<file path="src/rtl/dqs_eye_trainer.sv">
// DQS eye trainer: walks a delay line toward the centre of the data eye using early/late monitor flags.
// Optional build macro DQS_TRAIN_TRACK_EN keeps adjusting the delay line after lock.
module dqs_eye_trainer #(
  parameter int SETTLE_CYCLES = 16,
  parameter int SAMPLE_CYCLES = 64,
  parameter int MAX_TAPS      = 127,
  parameter int LOCK_WINDOWS  = 4,
  parameter int MAX_STEPS     = 255
) (
  input  logic       FAB_CLK,
  input  logic       SYNC_RST,
  input  logic       START,
  input  logic       EYE_MONITOR_EARLY,
  input  logic       EYE_MONITOR_LATE,
  input  logic       DELAY_LINE_OUT_OF_RANGE,
  output logic       DELAY_LINE_LOAD,
  output logic       DELAY_LINE_MOVE,
  output logic       DELAY_LINE_DIRECTION,
  output logic       EYE_MONITOR_CLEAR_FLAGS,
  output logic [7:0] TAP_POS,
  output logic       BUSY,
  output logic       DONE,
  output logic       FAIL
);

  localparam int CNT_MAX = (SETTLE_CYCLES > SAMPLE_CYCLES) ? SETTLE_CYCLES : SAMPLE_CYCLES;
  localparam int CNT_W   = $clog2(CNT_MAX + 1);
  localparam int LOCK_W  = $clog2(LOCK_WINDOWS + 1);
  localparam int STEP_W  = $clog2(MAX_STEPS + 1);

  typedef enum logic [3:0] {
    IDLE, LOAD, CLEAR, SETTLE, SAMPLE, DECIDE, STEP, LOCKED, FAILED
  } state_t;

  state_t            state_reg, state_next;
  logic [CNT_W-1:0]  cnt_reg, cnt_next;
  logic [LOCK_W-1:0] lock_reg, lock_next;
  logic [STEP_W-1:0] step_reg, step_next;
  logic [7:0]        tap_reg, tap_next;
  logic              dir_reg, dir_next;
  logic              early_reg, early_next;
  logic              late_reg, late_next;
  logic              done_reg, done_next;

  logic running;
  logic busy;
  logic start_ok;
  logic budget_spent;

  assign running      = state_reg inside {LOAD, CLEAR, SETTLE, SAMPLE, DECIDE, STEP};
  // While tracking after lock the FSM cycles through window states but reports itself as not busy.
  assign busy         = running && !done_reg;
  assign start_ok     = START && !busy;
  assign budget_spent = (step_reg == STEP_W'(MAX_STEPS));

  always_ff @(posedge FAB_CLK) begin
    if (SYNC_RST) begin
      state_reg <= IDLE;
      cnt_reg   <= '0;
      lock_reg  <= '0;
      step_reg  <= '0;
      tap_reg   <= '0;
      dir_reg   <= 1'b0;
      early_reg <= 1'b0;
      late_reg  <= 1'b0;
      done_reg  <= 1'b0;
    end else begin
      state_reg <= state_next;
      cnt_reg   <= cnt_next;
      lock_reg  <= lock_next;
      step_reg  <= step_next;
      tap_reg   <= tap_next;
      dir_reg   <= dir_next;
      early_reg <= early_next;
      late_reg  <= late_next;
      done_reg  <= done_next;
    end
  end

  always_comb begin
    state_next = state_reg;
    cnt_next   = cnt_reg;
    lock_next  = lock_reg;
    step_next  = step_reg;
    tap_next   = tap_reg;
    dir_next   = dir_reg;
    early_next = early_reg;
    late_next  = late_reg;
    done_next  = done_reg;

    if (start_ok) begin
      state_next = LOAD;
      cnt_next   = '0;
      lock_next  = '0;
      step_next  = '0;
      tap_next   = '0;
      done_next  = 1'b0;
    end else if (running && DELAY_LINE_OUT_OF_RANGE) begin
      state_next = FAILED;
    end else begin
      case (state_reg)
        LOAD: state_next = CLEAR;
        CLEAR: begin
          state_next = SETTLE;
          cnt_next   = '0;
        end
        SETTLE: begin
          if (cnt_reg == CNT_W'(SETTLE_CYCLES - 1)) begin
            state_next = SAMPLE;
            cnt_next   = '0;
            early_next = 1'b0;
            late_next  = 1'b0;
          end else begin
            cnt_next = cnt_reg + CNT_W'(1);
          end
        end
        SAMPLE: begin
          early_next = early_reg | EYE_MONITOR_EARLY;
          late_next  = late_reg | EYE_MONITOR_LATE;
          if (cnt_reg == CNT_W'(SAMPLE_CYCLES - 1)) begin
            state_next = DECIDE;
            cnt_next   = '0;
          end else begin
            cnt_next = cnt_reg + CNT_W'(1);
          end
        end
        DECIDE: begin
          case ({early_reg, late_reg})
            2'b10: begin
              lock_next = '0;
              if (tap_reg >= 8'(MAX_TAPS) || budget_spent) begin
                state_next = FAILED;
              end else begin
                dir_next   = 1'b1;
                state_next = STEP;
              end
            end
            2'b01: begin
              lock_next = '0;
              if (tap_reg == 8'd0 || budget_spent) begin
                state_next = FAILED;
              end else begin
                dir_next   = 1'b0;
                state_next = STEP;
              end
            end
            2'b00: begin
              // Saturates so post-lock tracking windows keep re-declaring lock.
              if (int'(lock_reg) + 1 >= LOCK_WINDOWS) begin
                lock_next  = LOCK_W'(LOCK_WINDOWS);
                done_next  = 1'b1;
                state_next = LOCKED;
              end else begin
                lock_next  = lock_reg + LOCK_W'(1);
                state_next = CLEAR;
              end
            end
            default: begin
              lock_next  = '0;
              state_next = CLEAR;
            end
          endcase
        end
        STEP: begin
          tap_next   = dir_reg ? tap_reg + 8'd1 : tap_reg - 8'd1;
          step_next  = step_reg + STEP_W'(1);
          state_next = CLEAR;
        end
        LOCKED: begin
`ifdef DQS_TRAIN_TRACK_EN
          state_next = CLEAR;
`else
          state_next = LOCKED;
`endif
        end
        default: state_next = state_reg;
      endcase
    end

    // DONE and FAIL are mutually exclusive.
    if (state_next == FAILED) begin
      done_next = 1'b0;
    end
  end

  assign DELAY_LINE_LOAD         = (state_reg == LOAD);
  assign DELAY_LINE_MOVE         = (state_reg == STEP);
  assign DELAY_LINE_DIRECTION    = dir_reg;
  assign EYE_MONITOR_CLEAR_FLAGS = (state_reg == CLEAR);
  assign TAP_POS                 = tap_reg;
  assign BUSY                    = busy;
  assign DONE                    = done_reg;
  assign FAIL                    = (state_reg == FAILED);

endmodule

</file>
<file path="config.mk">
export PLATFORM = sky130hd
export DESIGN_NAME = dqs_eye_trainer
export DESIGN_NICKNAME = d
export VERILOG_FILES = /design/src/rtl/dqs_eye_trainer.sv
export SDC_FILE = /design/constraint.sdc
export NUM_CORES = 1
export LEC_CHECK = 0
export ABC_CLOCK_PERIOD_IN_PS = 1900
export CORE_MARGIN = 1.5
export CORE_UTILIZATION = 35
export DETAILED_ROUTE_END_ITERATION = 7
export GPL_ROUTABILITY_DRIVEN = 0
export PLACE_DENSITY_LB_ADDON = 0.05
export SLEW_MARGIN = 20
export SYNTH_ARGS = -nofsm -noshare
export SYNTH_HDL_FRONTEND = slang
export SYNTH_SLANG_ARGS = --single-unit
</file>
<file path="constraint.sdc">
create_clock -name FAB_CLK -period 1.9 [get_ports FAB_CLK]
set_clock_uncertainty 0.05 [all_clocks]
set_input_delay 0.285 -clock FAB_CLK [delete_from_list [all_inputs] [get_ports FAB_CLK]]
set_output_delay 0.285 -clock FAB_CLK [all_outputs]
set_load 0.1 [all_outputs]
</file>
==> metrics.txt, run 1 <==
initial antenna violation count 0; max cap viols 0; Post-Synth Adder-Cell Area 8.464%; critical-path cell list clkinvlp_4, buf_6, buf_12, ha_4, nand3_4, o2111ai_4, a21o_1, a21oi_2, xnor2_1, nor2_1; overall power 0.002230 W; multiplexer share of the synthesized area 1.971%; layout cell share with drive strength beyond 1 43.30%; leakage power 1.326 nW; dominant synthesized flop cell dfxtp_1; Synth Net Count 295; die width 81.53 um; vias 2318; total die area 0.006646 mm^2; final worst slack -0.03830 ns; Ys Warns 0; Hold WS 0.4332 ns; detailed router's first-iteration violation count 90; delay-heaviest family, CP compound AO/OA/AOI/OAI gates; Die H 81.53 um; first-pass GRT wire length 9.915 mm; pwr dens 652.6 mW/mm^2; root buffer cell clkbuf_8; drt via density 5.353; Num CTS Buffers 5; Yosys cell types 50; Hold Startpoint lock_reg[1]; Antenna Nets Post-Route 0; compound-cell area share of the yosys netlist 20.23%; Layout area overhead 58.32%; critical path arrival 2.07 ns; Power Internal 0.001416 W; GRT Util Overall 19.24%; number of enable flip-flop cells after synthesis 0; Std-Cell Rows 28; Critical-path top delay cell dfxtp_4; M1 GR Usage 25.99%; Post-Route WL 6.414 mm; cell count after placement 419; final hold violations 0; most frequent cells in the layout buf_4, nor2_1, nand2_1; clock buffer depth 2; Reg clk slew, reported paths 0.07 ns; Sw Ratio 36.49%; maximum fanout along the worst path 4; crit end category register; Worst setup SP type register; Flop pwr share 34.0%; diode count 0; Max Clk Rate 515.9 MHz; post-route setup TNS -0.05883 ns; Combinational Power Share 40.8%; worst r2r src DELAY_LINE_DIRECTION; Critical Path Start DELAY_LINE_DIRECTION; largest stage delay on the critical path 0.36 ns; Rel. slew slack 73.43%; number of global-route vias before repair 2190; DP Wirelength 4.454 mm; Slew Limit Fails 0; I/O Pins 21; buffer and inverter count on the worst path 3; IO Port Bufs 20; Setup WS pre-CTS -0.08450 ns; Synth Area in Simple Gates 29.86%; pin count of the biggest net entering global routing 17; CTS H-tree depth 2; clock group share of total power 25.2%; total gr overflow 0; Synth async-reset ratio 0%; final setup vio count 2; worst skew pair latency 0.28 ns; WP data required 2.03 ns; RSZ-0062 raised after global routing yes; main combinational cell family by area after synthesis simple AND/OR/NAND/NOR gates; CTS sink count 34; Syn Inst Count 275; fin crit share 102.0%; # DRC 0; Final Critical Period 1.938 ns; Synth Area in XOR/XNOR 4.464%; failing checks setup timing; sw power 0.0008138 W; Hold WC Path Type register to register; final-stage net count 377; M3 GR Usage 3.444%; commonest non-fill, non-tap cell in the layout buf_4; #FFs+latches synth 34; kind of critical path register to register; mean area per synthesized cell 7.848 um^2; GR peak layer met2; # hold bufs at CTS 0; TritonRoute pass-1 iters 4; Non-Filler Instances 433; met2 Usage GRT 31.24%; status finished with violations; drt wl/cell 14.81 um; Worst-Margin Slew 0.3955 ns; TritonCTS clock tree built; peak supply drop 0.6049 mV; Initial Utilization 36.45%; register area share after synthesis 31.54%; Core Area 0.005921 mm^2; Mapped Area 0.002158 mm^2
cells in the mapped netlist, drive strengths merged (6+ instances only):
cell type | number | share of area [%]
nor2 | 39 | 7.0
dfxtp | 34 | 32
a21oi | 26 | 6.0
nand2 | 25 | 4.3
ha | 13 | 7.5
o21ai | 12 | 2.8
nor3 | 11 | 3.0
nand3 | 9 | 2.1
or3 | 8 | 2.3
buf | 7 | 1.7
inv | 7 | 1.2
xnor2 | 7 | 2.8
or2 | 6 | 1.7
power by group through the flow:
stage	clock, W	sequential [W]	combinational [W]
final	0.000562	0.000759	0.000909
after global routing	0.000616	0.000762	0.000963
after floorplan	0	0.000765	0.000491
after detailed placement	0	0.000769	0.000836
after CTS	0.000583	0.000753	0.000845
after global placement	0	0.000769	0.000839
cell families (layout without fill, tap and decap cells):
| logic type | Yosys count | count (layout) |
|---|---|---|
| multiplexers | 4 | 4 |
| XOR/XNOR | 11 | 11 |
| buffers and inverters | 17 | 100 |
| adder cells (fa/ha/maj) | 14 | 14 |
| AO/OA/AOI/OAI | 68 | 68 |
| AND/OR/NAND/NOR | 127 | 127 |
| flip-flops | 34 | 34 |
what timing repair did:
action,in CTS,in global routing
gates resized for setup,15,36
gates cloned,0,0
pin swaps,21,30
setup endpoints to repair,4,17
endpoints found under the hold margin,0,0
buffers inserted,6,2
stage by stage:
| step | util [%] | cell area [um^2] |
|---|---|---|
| after floorplan | - | 2250 |
| after global placement | 50.46 | 2988 |
| after detailed placement | 50.46 | 2988 |
| after CTS | 54.08 | 3202 |
| after global routing | 57.71 | 3417 |
| final | 57.71 | 3417 |
routing by layer:
metal	vias up	part of all wire [%]
met5	-	0
met4	0	1.1
met3	8	2.8
met2	38	49
met1	1106	47
li1	1166	-
worst reg2reg max path, delay by kind of cell, from the launching register on:
family,cells,cell delay (ns)
compound gates,3,0.45
xor+xnor,1,0.14
fa+ha+maj,1,0.30
buf+inv,3,0.38
flops,1,0.36
simple gates,2,0.15
final timing paths:
check | cells past startpoint | slack, ns | endpoint
worst min register to register | 2 | 0.43 | lock_reg[1]
worst max-delay path | 10 | -0.04 | TAP_POS[7]
worst min-delay path | 2 | 0.43 | lock_reg[1]
worst max register to register | 10 | -0.04 | TAP_POS[7]
final cells by class:
class	count	area, um^2
Fill cell	551	2504
Clock buffer	7	86.33
Sequential cell	34	701.9
Multi-Input combinational cell	224	1734
Clock inverter	1	5.005
Timing Repair Buffer	85	765.7
Tap cell	75	93.84
Inverter	7	30.03
Note: power is estimated with default switching activity, not from simulation.
==> run 2, diff against run 1 <==
Settings changed: CORE_UTILIZATION 35 to 46.
==> run 2 against run 1 <==
Compared with the run above: the run still ends with setup timing left; non-clock buffer count fell by 3; die area is 23% lower; via count up 1.3%; fmax shrank 0.58%; critical path depth is the same; clock-buffer cell count unchanged; clock power hardly changed; flip-flop and latch count stayed put; final cell count is 6.0% lower; final area down 3.2%; core utilization increased by 17 points; worst hold slack worse by 0.0076 ns; largest cell class unchanged.
==> metrics.txt, run 2 (synthesis results as in run 1) <==
sw power 0.0008002 W; worst r2r src DELAY_LINE_DIRECTION; Antenna Nets Post-Route 0; internal reg-to-reg setup slack -0.05 ns; CTS H-tree depth 2; most frequent cells in the layout buf_4, nor2_1, nand2_1; I/O Pins 21; status finished with violations; Power Internal 0.001423 W; R2R depth 10; number of global-route vias before repair 2214; max cap viols 0; kind of critical path register to register; pwr dens 672.1 mW/mm^2; crit end category register; Combinational Power Share 40.5%; fin crit share 102.6%; final hold violations 0; final-stage net count 374; CTS sink count 34; hold path depth 2; peak supply drop 0.4127 mV; Hold WS 0.4256 ns; initial antenna violation count 0; worst reg2reg endpoint TAP_POS[6]; diode count 0; Num CTS Buffers 5; total die area 0.005112 mm^2; TritonCTS clock tree built; Hold Startpoint step_reg[1]; Flop pwr share 34.2%; drt via density 5.769; WHS Endpoint step_reg[1]; commonest non-fill, non-tap cell in the layout buf_4; final worst slack -0.04957 ns; failing checks setup timing; die width 71.50 um; Worst setup SP type register; critical path arrival 2.06 ns; Die H 71.50 um; Post-Route WL 6.043 mm; # hold bufs at CTS 0; vias 2348; post-route setup TNS -0.1131 ns; fin util 74.44%; Setup WS pre-CTS -0.1873 ns; GRT Util Overall 23.77%; worst skew pair latency 0.28 ns; Layout area overhead 53.28%; clock group share of total power 25.3%; detailed router's first-iteration violation count 204; final setup vio count 5; drt wl/cell 14.85 um; Std-Cell Rows 24; cell count after placement 389; Worst-Margin Slew 0.4996 ns; IO Port Bufs 20; Final Critical Period 1.950 ns; layout cell share with drive strength beyond 1 42.25%; Slew Limit Fails 0; DP Wirelength 4.246 mm; TritonRoute pass-1 iters 7; Initial Utilization 48.56%; Max Clk Rate 512.9 MHz; Reg clk slew, reported paths 0.07 ns; root buffer cell clkbuf_8; pin count of the biggest net entering global routing 17; maximum fanout along the worst path 4; Hold WC Path Type register to register; RSZ-0062 raised after global routing yes; WP data required 2.01 ns; Non-Filler Instances 407; leakage power 1.287 nW; Rel. slew slack 66.47%; Sw Ratio 35.99%; total gr overflow 0; clock buffer depth 2; # DRC 0; first-pass GRT wire length 9.846 mm; Core Area 0.004444 mm^2
-- run 2: worst max path at each step --
| stage | start | end | cells past startpoint |
|---|---|---|---|
| after CTS | DELAY_LINE_DIRECTION | TAP_POS[6] | 8 |
| final | DELAY_LINE_DIRECTION | TAP_POS[6] | 10 |
| after floorplan | DELAY_LINE_DIRECTION | TAP_POS[6] | 8 |
| after global placement | DELAY_LINE_DIRECTION | TAP_POS[6] | 8 |
| after detailed placement | DELAY_LINE_OUT_OF_RANGE | early_reg | 8 |
| after global routing | DELAY_LINE_DIRECTION | TAP_POS[6] | 9 |
-- run 2: layout make-up --
class / instances / area [um^2]
Fill cell: 330 / 1136
Sequential cell: 34 / 701.9
Tap cell: 52 / 65.06
Multi-Input combinational cell: 224 / 1665
Inverter: 7 / 30.03
Timing Repair Buffer: 82 / 754.5
Clock buffer: 7 / 86.33
Clock inverter: 1 / 5.005
-- run 2: metrics by stage --
| stage | instance area, um^2 | total power (W) |
|---|---|---|
| 2_1_floorplan | 2250 | 0.001256 |
| 3_3_place_gp | 2919 | 0.001604 |
| 3_5_place_dp | 2919 | 0.001606 |
| 4_1_cts | 3131 | 0.002171 |
| 5_1_grt | 3308 | 0.002320 |
| 6_report | 3308 | 0.002223 |
-- run 2: what timing repair did --
item	4_1_cts	5_1_grt
setup endpoints to repair	6	18
resized for setup	12	32
gates cloned	0	0
pin swaps	15	12
setup buffers	7	3
-- run 2: power by group through the flow --
stage	clock network, W	registers, W	logic (W)
2_1_floorplan	0	0.000765	0.000491
3_3_place_gp	0	0.000768	0.000836
3_5_place_dp	0	0.000770	0.000836
4_1_cts	0.000571	0.000753	0.000847
5_1_grt	0.000603	0.000763	0.000953
6_report	0.000563	0.000759	0.000901
-- run 2: worst max-delay path, stage by stage, from the launching register on --
cell and delay, ns:
dfxtp_4 0.37, clkinvlp_4 0.12, buf_6 0.15, ha_4 0.28, a21o_1 0.12, a21oi_2 0.06, o21ai_2 0.14, a21oi_2 0.07
buf_4 0.13, buf_6 0.10, a211o_1 0.25
-- run 2: routing by layer --
metal / global-route usage (%) / part of all wire, % / up-vias / wire length [um]
li1: - / - / 1161 / -
met1: 31.44 / 46 / 1127 / 2776
met2: 40.91 / 49 / 56 / 2955
met3: 3.657 / 4.5 / 4 / 270
met4: 5.660 / 0.68 / 0 / 41
met5: 0 / 0 / - / 0
==> run 3, diff against run 2 <==
Settings changed: CORE_ASPECT_RATIO set to 0.7, HOLD_SLACK_MARGIN set to 0.1.
==> run 3 against run 2 <==
Compared with the run above: the flow finishes with violations (DRC, setup timing); worst hold slack improved by 0.0076 ns; clock power rose by 9.9%; global-route usage rose by 0.85 points; via count fell by 1.9%; power rose by 2.1%; final area barely moved; worst setup slack improved by 0.0031 ns; non-clock buffer count did not move; routed wire length rose by 2.2%; fmax rose by 0.16%; largest cell class unchanged.
==> metrics.txt, run 3 (synthesis results as in run 1) <==
final-stage net count 374; total gr overflow 0; crit end category register; Critical Path Start cnt_reg[1]; fin crit share 102.4%; register area 701.9 um^2; I/O Pins 21; most numerous cell on the critical path or4_4; Critical-path top delay cell or4_4; overall power 0.002269 W; Post-Route WL 6.177 mm; Max Clk Rate 513.7 MHz; max cap viols 0; final hold violations 0; leakage power 1.277 nW; TritonCTS clock tree built; Die H 60.31 um; root buffer cell clkbuf_8; worst r2r src cnt_reg[1]; worst skew pair latency 0.29 ns; Placed Area 0.002910 mm^2; Hold WC Path Type register to register; kind of critical path register to register; final worst slack -0.04649 ns; RSZ-0062 raised after global routing yes; final non-filler cell area 0.003307 mm^2; uppermost layer routed met4; internal reg-to-reg setup slack -0.05 ns; Initial Utilization 48.73%; largest stage delay on the critical path 0.43 ns; number of global-route vias before repair 2142; CTS H-tree depth 2; Final Critical Period 1.946 ns; final setup vio count 2; # hold bufs at CTS 0; critical path arrival 2.13 ns; Worst-Margin Slew 0.4131 ns; Std-Cell Rows 20; most frequent cells in the layout buf_4, nor2_1, nand2_1; Layout area overhead 53.22%; failing checks DRC, setup timing; WP data required 2.08 ns; Multi-input gate area 0.001674 mm^2; Core Area 0.004429 mm^2; post-route setup TNS -0.07702 ns; CTS sink count 34; Slew Limit Fails 0; Hold Startpoint lock_reg[1]; initial antenna violation count 0; critical-path cell list ha_4, nand4b_1, buf_4, nor2_2, or4_4, or4_4, a21oi_2; peak supply drop 0.4021 mV; met2 WL 2.705 mm; Antenna Nets Post-Route 0; commonest non-fill, non-tap cell in the layout buf_4; pwr dens 686.2 mW/mm^2; drt wl/cell 15.07 um; met1 wire length 3.050 mm; clock buffer depth 2; DP Wirelength 4.295 mm; TritonRoute pass-1 iters 7; Worst setup SP type register; die width 84.87 um; # DRC 1; met3 WL 361 um; GRT Util Overall 24.62%; Reg clk slew, reported paths 0.08 ns; Num CTS Buffers 5; detailed router's first-iteration violation count 129; fillers 321; status finished with violations; Rel. slew slack 72.21%; IO Port Bufs 20; vias 2303; drt via density 5.617; first-pass GRT wire length 9.873 mm; layout cell share with drive strength beyond 1 43.94%; pin count of the biggest net entering global routing 16; diode count 0; total die area 0.005119 mm^2; maximum fanout along the worst path 5
-- run 3: metrics by stage --
step / utilization, % / hold slack, ns / setup WS [ns] / instances
finish: 74.66 / 0.4332 / -0.04649 / 410
global route: 74.66 / 0.4698 / -0.1351 / 410
CTS: 70.28 / 0.4324 / -0.01756 / 405
detailed placement: 65.71 / 0.4216 / -0.1173 / 392
global placement: 65.71 / 0.4122 / -0.07010 / 392
floorplan: - / 0.2944 / -0.2683 / 275
-- run 3: layer usage --
metal | global-route usage, % | vias to the layer above
li1 | - | 1160
met1 | 34.11 | 1078
met2 | 39.54 | 59
met3 | 5.249 | 6
met4 | 6.557 | 0
met5 | 0 | -
-- run 3: critical path: cells and delay by family, from the launching register on --
family                   cells  cell delay (ns)
buffers and inverters        1             0.15
flip-flops                   1             0.34
AND/OR/NAND/NOR              4             1.07
adder cells (fa/ha/maj)      1             0.16
AO/OA/AOI/OAI                1             0.12
-- run 3: where the power goes --
part	leakage [nW]	switching, W	total (W)	internal [W]
combinational	0.946	0.000510	0.000890	0.000380
sequential	0.282	0.0000272	0.000760	0.000733
clock	0.0496	0.000281	0.000619	0.000338
-- run 3: area by class of cell --
type / instances / area share [%]
tap: 55 / 2.081
clock inverter: 1 / 0.2270
timing repair buffer: 82 / 21.98
sequential: 34 / 21.23
multi-input combinational: 224 / 50.62
clock buffer: 7 / 2.951
inverter: 7 / 0.9081
-- run 3: worst paths after layout --
kind	end	cells past startpoint
hold reg to reg	lock_reg[1]	2
hold / removal	lock_reg[1]	2
setup / recovery	cnt_reg[6]	7
setup reg to reg	cnt_reg[6]	7
-- run 3: what timing repair did --
| item | in CTS | in global routing |
|---|---|---|
| resized for setup | 9 | 38 |
| setup endpoints to repair | 7 | 21 |
| setup buffers | 5 | 5 |
| pin swaps | 7 | 22 |
